### src/rtl/threshold_pkg.sv
// Shared frame geometry and FSM encoding for the threshold RAM writer.
package threshold_pkg;
  localparam int IMG_W   = 128;
  localparam int IMG_H   = 128;
  localparam int ADDR_W  = 7;
  localparam int BLOCK_W = 8;
  localparam int PIX_W   = 8;
  localparam int SUM_W   = 11;
  localparam int K_W     = $clog2(BLOCK_W);
  localparam int BLK_W   = ADDR_W - K_W;

  typedef enum logic [1:0] {
    ST_IDLE  = 2'd0,
    ST_ACCUM = 2'd1,
    ST_WRITE = 2'd2,
    ST_DONE  = 2'd3
  } state_t;
endpackage

### src/rtl/threshold_ram_writer_if.sv
// Pixel stream in, threshold RAM write port and status out.
interface threshold_ram_writer_if;
  import threshold_pkg::*;

  logic              iStart;
  logic              iValid;
  logic [PIX_W-1:0]  iPixel;
  logic              oReady;
  logic              oWe;
  logic [ADDR_W-1:0] oCol;
  logic [ADDR_W-1:0] oRow;
  logic [PIX_W-1:0]  oData;
  logic              oBusy;
  logic              oDone;

  modport master (
    output iStart, iValid, iPixel,
    input  oReady, oWe, oCol, oRow, oData, oBusy, oDone
  );

  modport slave (
    input  iStart, iValid, iPixel,
    output oReady, oWe, oCol, oRow, oData, oBusy, oDone
  );
endinterface

### src/rtl/block_mean.sv
// Accumulates one 8-pixel block and latches (mean - OFFSET), floored at zero.
module block_mean
  import threshold_pkg::*;
#(
  parameter int OFFSET = 8
) (
  input  logic             clock,
  input  logic             reset_n,
  input  logic             clr,
  input  logic             acc_en,
  input  logic             last,
  input  logic [PIX_W-1:0] pixel,
  output logic [PIX_W-1:0] thresh
);
  localparam logic [PIX_W-1:0] OFF = PIX_W'(OFFSET);

  logic [SUM_W-1:0] sum;
  logic [SUM_W-1:0] sum_nxt;
  logic [PIX_W-1:0] mean;

  // The 8th pixel is folded in on the same edge that latches the threshold.
  assign sum_nxt = sum + SUM_W'(pixel);
  assign mean    = sum_nxt[SUM_W-1:K_W];

  always_ff @(posedge clock or negedge reset_n) begin
    if (!reset_n) begin
      sum    <= '0;
      thresh <= '0;
    end else if (clr) begin
      sum <= '0;
    end else if (acc_en) begin
      if (last) begin
        sum    <= '0;
        thresh <= (mean > OFF) ? mean - OFF : '0;
      end else begin
        sum <= sum_nxt;
      end
    end
  end
endmodule

### src/rtl/threshold_ram_writer.sv
// Per-block threshold writer: 8 pixels in, 8 identical threshold writes out.
// state    | meaning
// ST_IDLE  | waiting for iStart, outputs quiet
// ST_ACCUM | accepting pixels of the current block
// ST_WRITE | 8 writes of the latched threshold across the block's columns
// ST_DONE  | one-cycle frame completion pulse
module threshold_ram_writer
  import threshold_pkg::*;
#(
  parameter int OFFSET = 8
) (
  input logic                   clock,
  input logic                   reset_n,
  threshold_ram_writer_if.slave bus
);
  state_t state;
  state_t state_nxt;

  logic [ADDR_W-1:0] row;
  logic [BLK_W-1:0]  blk;
  logic [K_W-1:0]    pix_left;
  logic [K_W-1:0]    wr_left;
  logic [PIX_W-1:0]  thresh;

  logic ready, we, busy, done;
  logic start, accept, last_pix, last_wr, last_blk, last_row;

  assign start    = (state == ST_IDLE) && bus.iStart;
  assign accept   = ready && bus.iValid;
  assign last_pix = (pix_left == '0);
  assign last_wr  = (wr_left == '0);
  assign last_blk = (blk == BLK_W'(IMG_W / BLOCK_W - 1));
  assign last_row = (row == ADDR_W'(IMG_H - 1));

  always_ff @(posedge clock or negedge reset_n) begin
    if (!reset_n) state <= ST_IDLE;
    else          state <= state_nxt;
  end

  always_comb begin
    state_nxt = state;
    ready     = 1'b0;
    we        = 1'b0;
    busy      = 1'b1;
    done      = 1'b0;
    case (state)
      ST_IDLE: begin
        busy = 1'b0;
        if (bus.iStart) state_nxt = ST_ACCUM;
      end
      ST_ACCUM: begin
        ready = 1'b1;
        if (bus.iValid && last_pix) state_nxt = ST_WRITE;
      end
      ST_WRITE: begin
        we = 1'b1;
        if (last_wr) state_nxt = (last_row && last_blk) ? ST_DONE : ST_ACCUM;
      end
      ST_DONE: begin
        done      = 1'b1;
        state_nxt = ST_IDLE;
      end
      default: state_nxt = ST_IDLE;
    endcase
  end

  // Down-counters wrap from 0 back to 7, so they reload themselves per block.
  always_ff @(posedge clock or negedge reset_n) begin
    if (!reset_n) begin
      row      <= '0;
      blk      <= '0;
      pix_left <= '0;
      wr_left  <= '0;
    end else if (start) begin
      row      <= '0;
      blk      <= '0;
      pix_left <= K_W'(BLOCK_W - 1);
      wr_left  <= K_W'(BLOCK_W - 1);
    end else begin
      if (accept) pix_left <= pix_left - K_W'(1);
      if (we) begin
        wr_left <= wr_left - K_W'(1);
        if (last_wr) begin
          blk <= blk + BLK_W'(1);
          if (last_blk) row <= row + ADDR_W'(1);
        end
      end
    end
  end

  block_mean #(.OFFSET(OFFSET)) u_mean (
    .clock   (clock),
    .reset_n (reset_n),
    .clr     (start),
    .acc_en  (accept),
    .last    (last_pix),
    .pixel   (bus.iPixel),
    .thresh  (thresh)
  );

  assign bus.oReady = ready;
  assign bus.oWe    = we;
  assign bus.oBusy  = busy;
  assign bus.oDone  = done;
  assign bus.oRow   = we ? row : '0;
  assign bus.oCol   = we ? {blk, ~wr_left} : '0;
  assign bus.oData  = we ? thresh : '0;
endmodule
### src/flat_wrapper.sv
// flat-port wrapper written by rule: the top's interface ports become plain ports
module threshold_ram_writer_flat import threshold_pkg::*;
#(
  parameter int OFFSET = 8
)
  (clock, reset_n, bus_iStart, bus_iValid, bus_iPixel, bus_oReady, bus_oWe, bus_oCol, bus_oRow, bus_oData, bus_oBusy, bus_oDone);
  threshold_ram_writer_if bus_i ();
  input logic clock;
  input logic reset_n;
  input wire logic [$bits(bus_i.iStart)-1:0] bus_iStart;
  input wire logic [$bits(bus_i.iValid)-1:0] bus_iValid;
  input wire logic [$bits(bus_i.iPixel)-1:0] bus_iPixel;
  output wire logic [$bits(bus_i.oReady)-1:0] bus_oReady;
  output wire logic [$bits(bus_i.oWe)-1:0] bus_oWe;
  output wire logic [$bits(bus_i.oCol)-1:0] bus_oCol;
  output wire logic [$bits(bus_i.oRow)-1:0] bus_oRow;
  output wire logic [$bits(bus_i.oData)-1:0] bus_oData;
  output wire logic [$bits(bus_i.oBusy)-1:0] bus_oBusy;
  output wire logic [$bits(bus_i.oDone)-1:0] bus_oDone;
  assign bus_i.iStart = bus_iStart;
  assign bus_i.iValid = bus_iValid;
  assign bus_i.iPixel = bus_iPixel;
  assign bus_oReady = bus_i.oReady;
  assign bus_oWe = bus_i.oWe;
  assign bus_oCol = bus_i.oCol;
  assign bus_oRow = bus_i.oRow;
  assign bus_oData = bus_i.oData;
  assign bus_oBusy = bus_i.oBusy;
  assign bus_oDone = bus_i.oDone;
  threshold_ram_writer #(.OFFSET(OFFSET)) u_core (.clock(clock), .reset_n(reset_n), .bus(bus_i));
endmodule
### config.mk
export PLATFORM = sky130hd
export DESIGN_NAME = threshold_ram_writer_flat
export DESIGN_NICKNAME = d
export VERILOG_FILES = /design/src/rtl/threshold_pkg.sv /design/src/rtl/threshold_ram_writer_if.sv /design/src/rtl/block_mean.sv /design/src/rtl/threshold_ram_writer.sv /design/src/flat_wrapper.sv
export SDC_FILE = /design/constraint.sdc
export NUM_CORES = 1
export LEC_CHECK = 0
export CORE_UTILIZATION = 40
export DETAILED_ROUTE_END_ITERATION = 8
export GPL_ROUTABILITY_DRIVEN = 0
export HOLD_SLACK_MARGIN = 0.03
export SETUP_SLACK_MARGIN = 0.02
export SYNTH_ARGS = -nofsm -noshare
export SYNTH_HDL_FRONTEND = slang
export SYNTH_HIERARCHICAL = 1
export SYNTH_SLANG_ARGS = --single-unit
### constraint.sdc
create_clock -name clock -period 5.05 [get_ports clock]
set_input_delay 0.7575 -clock clock [delete_from_list [all_inputs] [get_ports clock]]
set_output_delay 0.7575 -clock clock [all_outputs]
set_load 0.01 [all_outputs]
==> impl_metrics.tcl <==
set metrics [dict create \
    power_density_mw_per_mm2 506 \
    leakagePower_nw 1.39 \
    cp_max_fo 4 \
    grt_usage 0.177 \
    ff_latch_area_um2 951 \
    synthAdderAreaFrac 0.0765 \
    synth_cell_types 58 \
    grt_overflow 0 \
    final.setup.tns_ns 0 \
    yosys-top-cells-area "dfrtp_1, ha_1, and2_1" \
    synth_cells 298 \
    cts_tree "done" \
    dp_hpwl_um 4190 \
    cp-end-kind "flop" \
    cp-start-kind "input port" \
    syn-num-nets 326 \
    ios 38 \
    yosysTopAreaCellShare 0.350 \
    synth_compound_area_frac 0.198 \
    synthArstFlopShare 1.00 \
    dr.pass1.iters 6 \
    path_class "input port to flop" \
    num_rows 29 \
    ctsHoldBuffers 0 \
    ant_nets 0 \
    finalSetupViolations 0 \
    clk_pin_slew_ns 0.08 \
    period_needed_ns 3.62 \
    synth.top_cells.by_count "dfrtp_1, nor2_1, nand2_1" \
    fillCellCount 628 \
    synth.area.mux_share 0.0111 \
    r2r_cells 13 \
    die_w_um 84.4 \
    ys_seq_elements 38 \
    placed_cells 396 \
    status "finished with violations" \
    hold_depth 2 \
    detail_route.wl_per_cell_um 14.4 \
    worstPathRequired_ns 5.24 \
    synth.most_common_cell "dfrtp_1" \
    antenna_found_initial 0 \
    p_total_mw 1.62 \
    die_h_um 84.4 \
    vdd_ir_drop_max_mv 0.248 \
    finalNetCount 354 \
    syn_avg_cell_area_um2 9.12 \
    drc 14 \
    synth_area_leader_cell "dfrtp_1" \
    multi_input_comb_area_mm2 0.00158 \
    core_mm2 0.00646 \
    port_buffers 37 \
    failed_checks "design-rule violations" \
    cts_max_level 2 \
    finalMaxSlewViolations 0 \
    synth_top_family_by_area "simple AND/OR/NAND/NOR gates" \
    cts_setup_buffers 0 \
    grt_pass1_wl_um 10200 \
    drt-total-wl_um 5820 \
    area_growth_pct 18.1 \
    synth-seq-area-share 0.350 \
    rsz0062_at_grt "no" \
    slew_headroom 0.412 \
    synth_edf_count 0 \
    clock-sinks 38 \
    via_count 2230 \
    synthSimpleGateAreaFrac 0.252 \
    n_antenna_cell 0 \
    layoutNonFillerInstCount 404 \
    hold_viol 0 \
    cap_violations 0 \
    drive_gt1_frac 0.0826 \
    worst_ep_arrival_time_ns 3.81 \
    synth_warnings 6 \
    synth-xor-area-share 0.0451 \
    yosys_most_used_dff "dfrtp_1" \
    first_global_vias 2069 \
    period_share 0.717 \
    fmax_ghz 0.276 \
    tightest_slew_ns 0.882 \
    routed_via_density 5.52 \
    clockRootBuffer "clkbuf_8" \
    worstHoldPathType "flop to flop" \
    netlist_area_mm2 0.00272 \
    start_util 0.421 \
    detail_route.iter0.violations 141 \
    grt_max_degree 39 \
    die_area_mm2 0.00712 \
    clock_path_buffers 2 \
    cts.repair.resized 0 \
    clkLatencyLatePin_ns 0.29 \
    timing.hold.ws_ns 0.474 \
    cts_buffers 5 \
    finClkSkew_ns 0.00986 \
]
## critical path: stages
cell             delay, ns
clkdlybuf4s50_1       0.40
ha_1                  0.22
fa_1                  0.45
a211oi_2              0.37
o21ai_0               0.18
a211oi_1              0.25
buf_4                 0.16
inv_1                 0.04
ha_1                  0.22
nor2b_1               0.12
a31oi_1               0.05
o31ai_1               0.26
xnor2_1               0.10
o31ai_1               0.23
## layout make-up
class                      instances  area share
clock buffer                       5      0.0215
clock inverter                     3      0.0215
inverter                          17      0.0203
multi-input combinational        226       0.494
sequential                        38       0.297
tap                               77      0.0300
timing repair buffer              38       0.116
## logic make-up after synthesis
| family | after synthesis |
|---|---|
| simple gates | 119 |
| flops | 38 |
| mux | 3 |
| xor+xnor | 14 |
| compound gates | 74 |
| buf+inv | 34 |
| fa+ha+maj | 16 |
## per-layer routing
metal	vias up	GRT usage	part of all wire	wire, um
met1	1055	0.269	0.54	3120
met3	6	0.0305	0.032	185
li1	1122	-	-	-
met2	47	0.260	0.42	2450
met5	-	0	0	0
met4	0	0.0416	0.010	59
## stage by stage
stage               area, um^2  worst slack (ns)  utilization
global route              3210              1.17        0.497
detailed placement        3070              1.14        0.475
CTS                       3210              1.39        0.497
global placement          3070              1.22        0.475
floorplan                 2720              1.77            -
finish                    3210              1.43        0.497
## worst paths after layout
path | startpoint | endpoint | slack (ns)
setup reg to reg | u_core/u_mean/sum[0]$_DFFE_PN0P_ | u_core/u_mean/thresh[7]$_DFFE_PN0P_ | 1.92
max in group asynchronous | reset_n | u_core/row[5]$_DFFE_PN0P_ | 3.92
hold reg to reg | u_core/u_mean/thresh[4]$_DFFE_PN0P_ | u_core/u_mean/thresh[4]$_DFFE_PN0P_ | 0.47
min in group asynchronous | reset_n | u_core/u_mean/sum[6]$_DFFE_PN0P_ | 0.58
setup / recovery | bus_iPixel[0] | u_core/u_mean/thresh[7]$_DFFE_PN0P_ | 1.43
hold / removal | u_core/u_mean/thresh[4]$_DFFE_PN0P_ | u_core/u_mean/thresh[4]$_DFFE_PN0P_ | 0.47
## power by group
part,leakage [nW],total [mW],internal [mW],switching [mW]
sequential,0.482,0.475,0.394,0.0810
clock,0.0683,0.315,0.198,0.117
combinational,0.842,0.833,0.365,0.468
total,1.39,1.62,0.957,0.666
## cell usage in the layout (no fill, tap or decap), drive strengths merged, types with 5 or more instances in the layout
cell type and count:
a21o 5, a21oi 17, a22oi 6, and2 19
clkbuf 5, clkdlybuf4s50 36, dfrtp 38, ha 15
inv 16, nand2 20, nand3 7, nor2 26
nor2b 5, nor3 7, o21a 5, o21ai 10
o31ai 10, or3 5, xnor2 5, xor2 9
## flip-flops by register name, indices dropped and copies added, names as in the netlist
| signal | cells |
|---|---|
| u_core/pix_left | 3 |
| u_core/row | 7 |
| u_core/wr_left | 3 |
| u_core/u_mean/thresh | 8 |
| u_core/state | 2 |
| u_core/u_mean/sum | 11 |
| u_core/blk | 4 |
Note: power is estimated with default switching activity, not from simulation.
